===== src/rtl/fpnew_pkg.sv =====
// Shared types and helpers for the opgroup sharer: configuration record, arbiter
// state encoding and the round-robin pick function.
package fpnew_pkg;

    typedef struct packed {
        int unsigned num_req;
        int unsigned max_outstanding;
    } sharer_cfg_t;

    localparam sharer_cfg_t DefaultSharerCfg = '{num_req: 4, max_outstanding: 4};

    localparam int unsigned RrMaxReq   = 32;
    localparam int unsigned RrIdxWidth = $clog2(RrMaxReq);

    typedef enum logic {
        ARB_IDLE,
        ARB_LOCKED
    } arb_state_e;

    // First set bit of mask at or after ptr, wrapping; returns ptr when mask is empty.
    // Unused upper mask bits must be zero, so wrapping at RrMaxReq matches wrapping at NumReq.
    function automatic int unsigned rr_next(input int unsigned ptr,
                                            input logic [RrMaxReq-1:0] mask);
        logic [RrIdxWidth-1:0] idx;
        rr_next = ptr;
        for (int unsigned k = RrMaxReq; k > 0; k--) begin
            idx = RrIdxWidth'((ptr + k - 1) % RrMaxReq);
            if (mask[idx]) rr_next = 32'(idx);
        end
    endfunction

endpackage


===== src/rtl/fpnew_credit_counter.sv =====
// Per-requester outstanding-operation counter; saturation is the caller's
// responsibility and is flagged as an error in simulation.
module fpnew_credit_counter #(
    parameter int unsigned MaxOutstanding = 4,
    localparam int unsigned CntWidth = $clog2(MaxOutstanding + 1)
) (
    input  logic                clk_i,
    input  logic                rst_i,
    input  logic                inc_i,
    input  logic                dec_i,
    input  logic                clr_i,
    output logic [CntWidth-1:0] count_o,
    output logic                full_o
);

    logic [CntWidth-1:0] count_d, count_q;

    always_comb begin
        count_d = count_q;
        if (clr_i) begin
            count_d = '0;
        end else if (inc_i && !dec_i) begin
            count_d = count_q + CntWidth'(1);
        end else if (dec_i && !inc_i) begin
            count_d = count_q - CntWidth'(1);
        end
    end

    always_ff @(posedge clk_i) begin
        if (rst_i) begin
            count_q <= '0;
        end else begin
            count_q <= count_d;
        end
    end

    assign count_o = count_q;
    assign full_o  = (count_q == CntWidth'(MaxOutstanding));

    a_no_overflow: assert property (@(posedge clk_i) disable iff (rst_i)
        !(inc_i && !dec_i && !clr_i && full_o));

endmodule


===== src/rtl/fpnew_opgroup_sharer.sv =====
// Shares one FPU opgroup between NumReq requesters: credit-gated round-robin
// issue with the requester index as tag, responses steered back by tag.
module fpnew_opgroup_sharer
    import fpnew_pkg::*;
#(
    parameter int unsigned NumReq         = 4,
    parameter int unsigned MaxOutstanding = 4,
    parameter type         ReqDataType    = logic,
    parameter type         RspDataType    = logic,
    localparam int unsigned IdxWidth      = $clog2(NumReq),
    localparam int unsigned CntWidth      = $clog2(MaxOutstanding + 1)
) (
    input  logic                clk_i,
    input  logic                rst_i,
    input  logic                flush_i,
    input  logic [NumReq-1:0]   req_valid_i,
    output logic [NumReq-1:0]   req_ready_o,
    input  ReqDataType          req_data_i [NumReq],
    output logic                fpu_valid_o,
    input  logic                fpu_ready_i,
    output ReqDataType          fpu_data_o,
    output logic [IdxWidth-1:0] fpu_tag_o,
    input  logic                fpu_rsp_valid_i,
    output logic                fpu_rsp_ready_o,
    input  RspDataType          fpu_rsp_data_i,
    input  logic [IdxWidth-1:0] fpu_rsp_tag_i,
    output logic [NumReq-1:0]   rsp_valid_o,
    input  logic [NumReq-1:0]   rsp_ready_i,
    output RspDataType          rsp_data_o,
    output logic                busy_o
);

    arb_state_e          state_d, state_q;
    logic [IdxWidth-1:0] lock_idx_d, lock_idx_q;
    logic [IdxWidth-1:0] rr_ptr_d, rr_ptr_q;
    logic [IdxWidth-1:0] grant_idx;
    logic [NumReq-1:0]   eligible, full, inc, dec;
    logic [CntWidth-1:0] cnt [NumReq];
    logic                issue_hs, rsp_hs, tag_ok;

    for (genvar g = 0; g < NumReq; g++) begin : gen_cnt
        fpnew_credit_counter #(
            .MaxOutstanding(MaxOutstanding)
        ) i_cnt (
            .clk_i  (clk_i),
            .rst_i  (rst_i),
            .inc_i  (inc[g]),
            .dec_i  (dec[g]),
            .clr_i  (flush_i),
            .count_o(cnt[g]),
            .full_o (full[g])
        );
    end

    assign eligible = req_valid_i & ~full;
    assign tag_ok   = 32'(fpu_rsp_tag_i) < NumReq;

    // Issue side: a locked grant ignores eligibility so the offered beat stays stable.
    always_comb begin
        if (state_q == ARB_LOCKED) begin
            grant_idx = lock_idx_q;
        end else begin
            grant_idx = IdxWidth'(rr_next(32'(rr_ptr_q), RrMaxReq'(eligible)));
        end
        fpu_valid_o = !rst_i && !flush_i && ((state_q == ARB_LOCKED) || (|eligible));
        issue_hs    = fpu_valid_o && fpu_ready_i;
        fpu_data_o  = req_data_i[grant_idx];
        fpu_tag_o   = grant_idx;
        req_ready_o = '0;
        if (issue_hs) req_ready_o[grant_idx] = 1'b1;
    end

    // Response side: flush drains the opgroup output without delivering it.
    always_comb begin
        rsp_valid_o     = '0;
        fpu_rsp_ready_o = 1'b0;
        rsp_data_o      = fpu_rsp_data_i;
        if (rst_i) begin
            fpu_rsp_ready_o = 1'b0;
        end else if (flush_i) begin
            fpu_rsp_ready_o = 1'b1;
        end else if (tag_ok) begin
            rsp_valid_o[fpu_rsp_tag_i] = fpu_rsp_valid_i;
            fpu_rsp_ready_o            = rsp_ready_i[fpu_rsp_tag_i];
        end
        rsp_hs = fpu_rsp_valid_i && fpu_rsp_ready_o && !flush_i;
    end

    always_comb begin
        busy_o = 1'b0;
        for (int unsigned i = 0; i < NumReq; i++) begin
            inc[i] = issue_hs && (grant_idx == IdxWidth'(i));
            dec[i] = rsp_hs && (fpu_rsp_tag_i == IdxWidth'(i));
            if (cnt[i] != '0) busy_o = 1'b1;
        end
        if (rst_i) busy_o = 1'b0;
    end

    always_comb begin
        state_d    = state_q;
        lock_idx_d = lock_idx_q;
        rr_ptr_d   = rr_ptr_q;
        if (flush_i) begin
            state_d  = ARB_IDLE;
            rr_ptr_d = '0;
        end else begin
            if (issue_hs) begin
                rr_ptr_d = (32'(grant_idx) == NumReq - 1) ? '0 : grant_idx + IdxWidth'(1);
            end
            case (state_q)
                ARB_IDLE: begin
                    if (fpu_valid_o && !fpu_ready_i) begin
                        state_d    = ARB_LOCKED;
                        lock_idx_d = grant_idx;
                    end
                end
                ARB_LOCKED: begin
                    if (fpu_ready_i) state_d = ARB_IDLE;
                end
                default: state_d = ARB_IDLE;
            endcase
        end
    end

    always_ff @(posedge clk_i) begin
        if (rst_i) begin
            state_q    <= ARB_IDLE;
            lock_idx_q <= '0;
            rr_ptr_q   <= '0;
        end else begin
            state_q    <= state_d;
            lock_idx_q <= lock_idx_d;
            rr_ptr_q   <= rr_ptr_d;
        end
    end

    a_rsp_tag_range: assert property (@(posedge clk_i) disable iff (rst_i || flush_i)
        fpu_rsp_valid_i |-> tag_ok);
    a_rsp_has_credit: assert property (@(posedge clk_i) disable iff (rst_i || flush_i)
        (fpu_rsp_valid_i && fpu_rsp_ready_o && tag_ok) |-> (cnt[fpu_rsp_tag_i] != '0));

endmodule


===== config.mk =====
export PLATFORM = sky130hd
export DESIGN_NAME = fpnew_opgroup_sharer
export DESIGN_NICKNAME = d
export VERILOG_FILES = /design/src/rtl/fpnew_pkg.sv /design/src/rtl/fpnew_credit_counter.sv /design/src/rtl/fpnew_opgroup_sharer.sv
export SDC_FILE = /design/constraint.sdc
export NUM_CORES = 1
export LEC_CHECK = 0
export BUFFER_PORTS_ARGS = -buffer_cell sky130_fd_sc_hd__buf_2
export CAP_MARGIN = 0
export CORE_MARGIN = 2
export CORE_UTILIZATION = 30
export DETAILED_ROUTE_END_ITERATION = 8
export GPL_ROUTABILITY_DRIVEN = 0
export SYNTH_ARGS = -nofsm -noshare
export SYNTH_HDL_FRONTEND = slang
export SYNTH_SLANG_ARGS = --single-unit
export TNS_END_PERCENT = 50

===== constraint.sdc =====
create_clock -name clk_i -period 3.6 [get_ports clk_i]
set_clock_uncertainty 0.2 [all_clocks]
set_input_delay 0.36 -clock clk_i [delete_from_list [all_inputs] [get_ports clk_i]]
set_output_delay 0.36 -clock clk_i [all_outputs]
set_load 0.01 [all_outputs]

==> run_results.csv, run 1 <==
group,metric,value,unit
layout,nFillCells,436,
detailed_routing,routed_wirelength,3878,um
logic_synthesis,synth_edf_count,0,
logic_synthesis,yosysSeqAreaShare,23.84,%
sta,worst_slew_pin_slew,0.4046,ns
pwr,clkPwrFrac,23.2,%
pwr,p_leak,1.019,nW
sta,fmax,268.0,MHz
detailed_routing,postRouteAntennaNets,0,
floorplan,io_pins,35,
sta,fin_crit_sh,103.7,%
placed_design,port_buffers,32,
detailed_routing,routed_via_density,4.853,
layout,final_common_cell,"buf_4",
setup_path,cp-start-kind,"register",
logic_synthesis,syn_area,1428,um2
clocking,cts_buffer_depth,2,
floorplan,die_h,72.99,um
setup_path,cp_max_fo,4,
floorplan,die-area,5327,um2
pwr,p_int,0.4218,mW
setup_path,arrival,3.72,ns
clocking,insertion_delay,0.25,ns
placed_design,post-place-ws,-0.2727,ns
detailed_routing,wl_per_cell,12.93,um
logic_synthesis,syn_nets,198,
logic_synthesis,synth_warnings,0,
sta,setup_slack,-0.1320,ns
logic_synthesis,avgSynthCellArea,8.705,um2
layout,diodes,0,
grt,gr-total-overflow,0,
floorplan,start_util,30.63,%
grt,grt_usage,15.63,%
sta,setup_viol,5,
sta,post-route-min-period,3.732,ns
grt,grt_first_pass_wirelength,6589,um
pwr,p_comb_share,44.5,%
floorplan,rows,25,
clocking,htree_levels,1,
detailed_routing,vias,1456,
setup_path,worstPathRequired,3.58,ns
sta,final_hold_viol_count,0,
flow_run,maxCapViolations,0,
logic_synthesis,synthCells,164,
placed_design,hpwl,3089,um
grt,antenna_found_initial,0,
setup_path,worstPathCellList,"or3b_4 -> buf_6 -> a22oi_2 -> a221oi_2 -> o21ai_1 -> a211oi_1 -> a211o_1 -> a21boi_4 -> inv_2 -> buf_4 -> ha_2 -> and3_4 -> ha_4 -> inv_1 -> fa_2 -> xor2_2 -> or3_1 -> a21oi_1",
sta,timing.final.max_slew_violations,0,
layout,area_delta_synth_final,54.25,%
pwr,swShare,31.99,%
detailed_routing,drt_iter0_markers,69,
clocking,clkSinkCount,17,
pwr,p_sw,0.1984,mW
layout,layout-drive-gt1-share,50.41,%
clocking,cts.clk_slew.worst_paths,0.07,ns
clocking,cts_tree,"built",
placed_design,dp.cells,291,
logic_synthesis,synth_cell_type_count,45,
floorplan,die_w,72.99,um
grt,grt_pass1_vias,1408,
status,violations,"setup timing",
detailed_routing,drc_errors,0,
clocking,cts_root_buf,"clkbuf_8",
layout,fin_nets,281,
floorplan,core_area,4661,um2
detailed_routing,firstDrtPassIters,4,
pwr,p_per_area,281.7,nW/um2
grt,grt_max_degree,14,
layout,final_cell_mix,"buf_4, buf_2, nor2_1, dfxtp_1, nand2_1",
min_path,hold_path_class,"in2reg",
clocking,numCtsBuffers,3,
sta,rsz0062_at_grt,"true",
setup_path,cp_slowest_cell,"or3b_4",
setup_path,worstSetupPathType,"reg2reg",
logic_synthesis,ys_ff_latch,17,
layout,final_cells,300,
setup_path,crit_path_end_kind,"register",
logic_synthesis,synthArstFlopShare,0,%
sta,relSlewSlack,72.82,%
setup_path,slowest_delay,0.41,ns
logic_synthesis,synth_flop_cell,"dfxtp_1",
pwr,irDropWorstVdd,0.1772,mV
pwr,power_frac_seq,32.3,%
status,status,"finished, violations left",
## worst paths after layout
check                                            startpoint                           to  slack [ns]  cells after the start
worst max-delay path            gen_cnt[1].i_cnt.count_o[0]  gen_cnt[3].i_cnt.count_o[2]       -0.13                     18
worst min-delay path                            fpu_ready_i                      state_q        0.17                      2
worst max register to register  gen_cnt[1].i_cnt.count_o[0]  gen_cnt[3].i_cnt.count_o[2]       -0.13                     18
worst min register to register                lock_idx_q[0]                lock_idx_q[0]        0.32                      2
## power groups by stage
stage / Clock (mW) / Combinational [mW] / Sequential [mW]
floorplan: 0 / 0.150 / 0.205
global placement: 0 / 0.252 / 0.204
detailed placement: 0 / 0.251 / 0.204
CTS: 0.149 / 0.271 / 0.200
global route: 0.156 / 0.305 / 0.201
finish: 0.144 / 0.276 / 0.200
## through the flow
step	util (%)	TNS, ns	hold slack [ns]	area, um2	power [mW]
finish	47.25	-0.4446	0.1667	2202	0.6202
CTS	46.68	-0.3849	0.1507	2176	0.6203
global placement	43.65	-0.9662	0.2746	2034	0.4565
global route	47.25	-1.689	0.1846	2202	0.6624
floorplan	-	-1.380	0.2291	1499	0.3555
detailed placement	43.65	-1.339	0.2795	2034	0.4553
## final cells by class
cell class                 instances  area [um2]  area share (%)
multi-input combinational        134        1169           53.07
timing repair buffer              81       531.8           24.15
sequential                        17       346.6           15.74
tap                               54       67.56           3.068
clock buffer                       4       45.04           2.045
inverter                          10       42.54           1.932
## logic make-up after synthesis
| group | count (synthesis) | share of synthesized area, % |
|---|---|---|
| flip-flops | 17 | 23.84 |
| AO/OA/AOI/OAI | 34 | 18.49 |
| buffers and inverters | 13 | 3.769 |
| adder cells (fa/ha/maj) | 14 | 14.37 |
| AND/OR/NAND/NOR | 66 | 25.42 |
| XOR/XNOR | 9 | 5.522 |
| multiplexers | 11 | 8.589 |
## cell usage after synthesis (all sizes together) (2+ instances only)
library cell  count  share of area (%)
a211oi            2                1.1
a21oi             8                2.8
a221oi            2                2.1
a22oi             2                1.1
and2              2               0.88
and3              4                1.8
buf               2               0.88
dfxtp            17                 24
fa                4                5.6
ha               10                8.8
inv              10                2.6
mux2i            10                7.0
nand2            12                3.2
nand2b            6                2.6
nor2             15                3.9
nor2b             2               0.88
nor3              4                1.4
nor3b             5                2.6
nor4              3                1.3
o21ai             9                3.2
or2               2               0.88
or3               4                1.8
or3b              2                1.4
xor2              8                4.9
## sequential cells by signal, summed over array words and instances (netlist names)
name and cells:
gen_cnt.i_cnt.count_o 12, lock_idx_q 2, rr_ptr_q 2, state_q 1
## critical path: cells and delay by family, from the launching register on
kind | cells | cell delay, ns
xor+xnor | 1 | 0.15
simple gates | 3 | 0.90
buf+inv | 4 | 0.34
flops | 1 | 0.32
fa+ha+maj | 3 | 0.63
compound gates | 7 | 1.13
## layer usage
metal | global-route usage, % | vias to the layer above | wire [um]
met3 | 2.762 | 4 | 129
met2 | 25.53 | 27 | 1754
met4 | 2.469 | 0 | 34
li1 | - | 755 | -
met1 | 21.86 | 670 | 1960
met5 | 0 | - | 0
## repair_timing
| action | CTS | global route |
|---|---|---|
| endpoints found under the setup margin | 8 | 10 |
| pin swaps | 12 | 7 |
| hold buffers | 0 | 0 |
| resized for setup | 17 | 7 |
| setup buffers | 4 | 1 |
Power figures use the tool's default switching activity.
==> run 2, diff against run 1 <==
--- a/config.mk
+++ b/config.mk
@@ -5,12 +5,15 @@
 export SDC_FILE = /design/constraint.sdc
 export NUM_CORES = 1
 export LEC_CHECK = 0
+export ABC_CLOCK_PERIOD_IN_PS = 3600
 export BUFFER_PORTS_ARGS = -buffer_cell sky130_fd_sc_hd__buf_2
 export CAP_MARGIN = 0
 export CORE_MARGIN = 2
 export CORE_UTILIZATION = 30
 export DETAILED_ROUTE_END_ITERATION = 8
 export GPL_ROUTABILITY_DRIVEN = 0
+export GPL_TIMING_DRIVEN = 0
+export SLEW_MARGIN = 30
 export SYNTH_ARGS = -nofsm -noshare
 export SYNTH_HDL_FRONTEND = slang
 export SYNTH_SLANG_ARGS = --single-unit
==> run_results.csv, run 2 (synthesis gave the netlist of run 1 again) <==
group,metric,value,unit
detailed_routing,vias,1372,
sta,timing.final.max_slew_violations,0,
clocking,cts_root_buf,"clkbuf_8",
grt,grt_first_pass_wirelength,6016,um
detailed_routing,drc_errors,0,
sta,tns,-1.336,ns
detailed_routing,wl_met3,143,um
setup_path,arrival,3.87,ns
setup_path,cp-start-kind,"register",
layout,final-seq-area,352.8,um2
clocking,cts_buffer_depth,2,
floorplan,die_h,72.99,um
floorplan,rows,25,
sta,final_hold_viol_count,0,
sta,relSlewSlack,67.11,%
clocking,htree_levels,1,
floorplan,io_pins,35,
sta,fmax,256.8,MHz
clocking,cts_tree,"built",
sta,whs,0.1655,ns
detailed_routing,firstDrtPassIters,4,
sta,setup_slack,-0.2943,ns
setup_path,crit_path_end_kind,"register",
flow_run,maxCapViolations,0,
layout,nFillCells,467,
floorplan,die-area,5327,um2
placed_design,port_buffers,33,
pwr,p_per_area,302.9,nW/um2
pwr,design_power_total,0.5985,mW
sta,post-route-min-period,3.894,ns
detailed_routing,top_layer_used,"met4",
clocking,cts.clk_slew.worst_paths,0.07,ns
floorplan,core_area,4661,um2
min_path,whs_path_depth,2,
placed_design,post-place-ws,-0.5180,ns
min_path,hold_path_class,"in2reg",
clocking,insertion_delay,0.25,ns
layout,multi_input_area,1195,um2
setup_path,worstSetupPathType,"reg2reg",
status,violations,"setup timing",
layout,largest_register_ffs,12,
floorplan,start_util,30.63,%
setup_path,reg2regPathDepth,15,
layout,fin_nets,247,
sta,worst_slew_pin_slew,0.4934,ns
detailed_routing,drt_iter0_markers,62,
grt,grt_pass1_vias,1327,
layout,layout-drive-gt1-share,47.17,%
layout,final_util,42.39,%
placed_design,hpwl,2764,um
grt,gr-total-overflow,0,
layout,final_cell_mix,"buf_2, nor2_1, nand2_1, buf_4",
sta,setup_viol,7,
sta,fin_crit_sh,108.2,%
setup_path,worstPathRequired,3.58,ns
layout,diodes,0,
layout,final_common_cell,"buf_2",
detailed_routing,wl_met2,1758,um
sta,rsz0062_at_grt,"true",
clocking,clkSinkCount,17,
grt,antenna_found_initial,0,
grt,grt_max_degree,11,
floorplan,die_w,72.99,um
clocking,numCtsBuffers,3,
pwr,p_leak,0.8423,nW
detailed_routing,wl_per_cell,13.73,um
detailed_routing,routed_via_density,5.158,
grt,grt_usage,14.17,%
detailed_routing,postRouteAntennaNets,0,
setup_path,cp_max_fo,6,
pwr,irDropWorstVdd,0.2037,mV
layout,area_delta_synth_final,38.39,%
detailed_routing,wl_met1,1722,um
detailed_routing,routed_wirelength,3652,um
status,status,"finished, violations left",
==> run 2: timing repair <==
| item | CTS | global route |
|---|---|---|
| buffers inserted | 9 | 2 |
| hold buffers | 0 | 0 |
| endpoints found under the setup margin | 14 | 16 |
| cloned | 0 | 0 |
| pin swaps | 11 | 1 |
| resized for setup | 19 | 18 |
==> run 2: worst paths after layout <==
kind	startpoint	to	slack, ns
worst max register to register	gen_cnt[1].i_cnt.count_o[1]	gen_cnt[1].i_cnt.count_o[2]	-0.29
worst max-delay path	gen_cnt[1].i_cnt.count_o[1]	gen_cnt[1].i_cnt.count_o[2]	-0.29
worst min-delay path	fpu_ready_i	state_q	0.17
worst min register to register	lock_idx_q[0]	lock_idx_q[0]	0.30
==> run 2: where the power goes <==
| group | switching, mW | internal (mW) |
|---|---|---|
| Clock | 0.0644 | 0.0785 |
| Sequential | 0.00863 | 0.195 |
| Combinational | 0.124 | 0.128 |
| Total | 0.197 | 0.401 |
==> run 2: per-stage QoR <==
step	instances	instance area, um2
2_1_floorplan	164	1499
3_3_place_gp	251	1732
3_5_place_dp	251	1732
4_1_cts	264	1893
5_1_grt	266	1976
6_report	266	1976
==> run 2: per-layer routing <==
metal	track usage [%]	vias up
met5	0	-
met2	23.12	30
met4	2.469	0
met3	2.762	4
li1	-	689
met1	19.61	649
==> run 2: cell type report <==
cell class / instances / area share (%)
Clock buffer: 4 / 2.280
Multi-Input combinational cell: 134 / 60.48
Tap cell: 54 / 3.420
Inverter: 10 / 2.280
Sequential cell: 17 / 17.86
Buffer: 3 / 1.140
Timing Repair Buffer: 44 / 12.54
==> run 2: critical path, cell delays in order, from the launching register on <==
cell and delay [ns]:
dfxtp_2 0.35, or3b_4 0.43, a32o_2 0.29, buf_4 0.16, mux2i_2 0.20, nor2_2 0.08
o21a_4 0.22, o311ai_4 0.35, ha_2 0.25, and3_4 0.19, ha_4 0.13, inv_2 0.03
fa_2 0.32, xor2_1 0.15, or3_1 0.34, a21oi_2 0.13
==> run 3, diff against run 2 <==
--- a/config.mk
+++ b/config.mk
@@ -8,11 +8,12 @@
 export ABC_CLOCK_PERIOD_IN_PS = 3600
 export BUFFER_PORTS_ARGS = -buffer_cell sky130_fd_sc_hd__buf_2
 export CAP_MARGIN = 0
-export CORE_MARGIN = 2
+export CORE_ASPECT_RATIO = 2
 export CORE_UTILIZATION = 30
 export DETAILED_ROUTE_END_ITERATION = 8
 export GPL_ROUTABILITY_DRIVEN = 0
 export GPL_TIMING_DRIVEN = 0
+export SKIP_LAST_GASP = 1
 export SLEW_MARGIN = 30
 export SYNTH_ARGS = -nofsm -noshare
 export SYNTH_HDL_FRONTEND = slang
==> run_results.csv, run 3 (synthesis gave the netlist of run 1 again) <==
group,metric,value,unit
grt,grt_pass1_vias,1386,
sta,setup_viol,11,
setup_path,arrival,3.88,ns
layout,final_common_cell,"buf_2",
pwr,design_power_total,0.6305,mW
sta,final_hold_viol_count,0,
grt,gr-total-overflow,0,
grt,grt_max_degree,11,
detailed_routing,vias,1406,
pwr,p_per_area,298.7,nW/um2
min_path,holdPathEnd,"state_q",
layout,layout-drive-gt1-share,48.88,%
setup_path,r2r_start,"gen_cnt[1].i_cnt.count_o[0]",
sta,rsz0062_at_grt,"true",
layout,nFillCells,481,
placed_design,port_buffers,33,
clocking,cts_root_buf,"clkbuf_8",
detailed_routing,drt_iter0_markers,17,
setup_path,cp_max_fo,4,
min_path,hold_start,"fpu_ready_i",
clocking,cts_buffer_depth,2,
sta,worst_slew_pin_slew,0.4470,ns
setup_path,worstSetupPathType,"reg2reg",
layout,diodes,0,
grt,grt_first_pass_wirelength,6306,um
placed_design,post-place-ws,-0.6332,ns
floorplan,die_w,50.78,um
floorplan,io_pins,35,
pwr,irDropWorstVdd,0.1615,mV
setup_path,worstPathRequired,3.58,ns
floorplan,die-area,5055,um2
layout,multi_input_area,1222,um2
floorplan,die_h,99.56,um
grt,grt_usage,16.80,%
min_path,hold_path_class,"in2reg",
detailed_routing,routed_wirelength,4009,um
clocking,insertion_delay,0.25,ns
clocking,clkSinkCount,17,
floorplan,core_area,4598,um2
setup_path,crit_path_end_kind,"register",
sta,timing.final.max_slew_violations,0,
floorplan,rows,35,
clocking,htree_levels,1,
sta,post-route-min-period,3.898,ns
sta,fmax,256.5,MHz
status,status,"finished, violations left",
detailed_routing,wl_per_cell,14.42,um
min_path,whs_path_depth,2,
clocking,numCtsBuffers,3,
sta,relSlewSlack,70.20,%
sta,setup_slack,-0.2983,ns
sta,fin_crit_sh,108.3,%
setup_path,r2r_end,"gen_cnt[0].i_cnt.count_o[2]",
layout,largest_register_ffs,12,
flow_run,maxCapViolations,0,
grt,antenna_found_initial,0,
setup_path,cp-start-kind,"register",
layout,final_cell_mix,"buf_2, buf_4, nor2_1, nand2_1",
detailed_routing,firstDrtPassIters,6,
detailed_routing,routed_via_density,5.058,
layout,final_area,2111,um2
pwr,p_leak,0.9041,nW
layout,fin_nets,258,
status,violations,"setup timing",
layout,area_delta_synth_final,47.85,%
floorplan,start_util,31.05,%
detailed_routing,drc_errors,0,
layout,final-seq-area,356.6,um2
detailed_routing,postRouteAntennaNets,0,
placed_design,place_area,1733,um2
placed_design,hpwl,3110,um
setup_path,reg2regPathDepth,15,
clocking,cts.clk_slew.worst_paths,0.07,ns
clocking,cts_tree,"built",
setup_path,ff2ff_setup_slack,-0.30,ns
## run 3: cell count changes in the layout (fill, tap and decap cells not counted), sizes merged
cell	previous run	this run
buf	46	57
## run 3: worst max-delay path by stage
stage	from	depth (start not counted)	end
after floorplan	rr_ptr_q[0]	17	gen_cnt[1].i_cnt.count_o[2]
after global placement	rr_ptr_q[0]	18	gen_cnt[0].i_cnt.count_o[2]
after detailed placement	rr_ptr_q[0]	18	gen_cnt[0].i_cnt.count_o[2]
after CTS	rr_ptr_q[0]	19	gen_cnt[1].i_cnt.count_o[2]
after global routing	gen_cnt[1].i_cnt.count_o[0]	18	gen_cnt[2].i_cnt.count_o[2]
final	gen_cnt[1].i_cnt.count_o[0]	15	gen_cnt[0].i_cnt.count_o[2]
## run 3: repair_timing
action,CTS,global route
pin swaps,11,15
hold buffers,0,0
setup endpoints to repair,15,13
buffers inserted,13,9
resized for setup,33,12
cloned,0,0
## run 3: metal layers
layer / part of all wire (%) / track usage [%]
met3: 1.6 / 1.835
met2: 59 / 32.10
met4: 4.5 / 10.47
met5: 0 / 0
met1: 35 / 16.18
## run 3: worst max-delay path, cell delays in order (launching register included)
cell	delay, ns
dfxtp_4	0.35
or3b_4	0.41
a32o_2	0.31
a221oi_2	0.33
o21ai_1	0.14
a211oi_2	0.20
a211o_1	0.16
a21boi_4	0.23
ha_2	0.19
and3_4	0.21
ha_4	0.13
inv_2	0.04
fa_2	0.35
xor2_2	0.16
or3_1	0.31
a21oi_1	0.12
## run 3: report_power, final
group / leakage [nW] / total, mW / internal, mW / switching [mW]
Combinational: 0.739 / 0.285 / 0.147 / 0.138
Clock: 0.0228 / 0.144 / 0.0786 / 0.0658
Sequential: 0.142 / 0.201 / 0.194 / 0.00716
Total: 0.904 / 0.630 / 0.419 / 0.211
## run 3: area by class of cell
type / count / area share (%)
multi-input combinational: 134 / 57.91
sequential: 17 / 16.89
timing repair buffer: 55 / 16.18
tap: 55 / 3.260
inverter: 10 / 2.371
clock buffer: 4 / 2.134
buffer: 3 / 1.245
## run 3: through the flow
stage                     TNS [ns]  std cells  utilization (%)  hold WS, ns
final                       -1.883        278            45.90       0.1545
after global routing        -3.596        278            45.90       0.1690
after CTS                   -1.555        269            43.59       0.1535
after detailed placement    -4.089        252            37.69       0.2817
after global placement      -3.655        252            37.69       0.2712
after floorplan             -1.380        164                -       0.2291
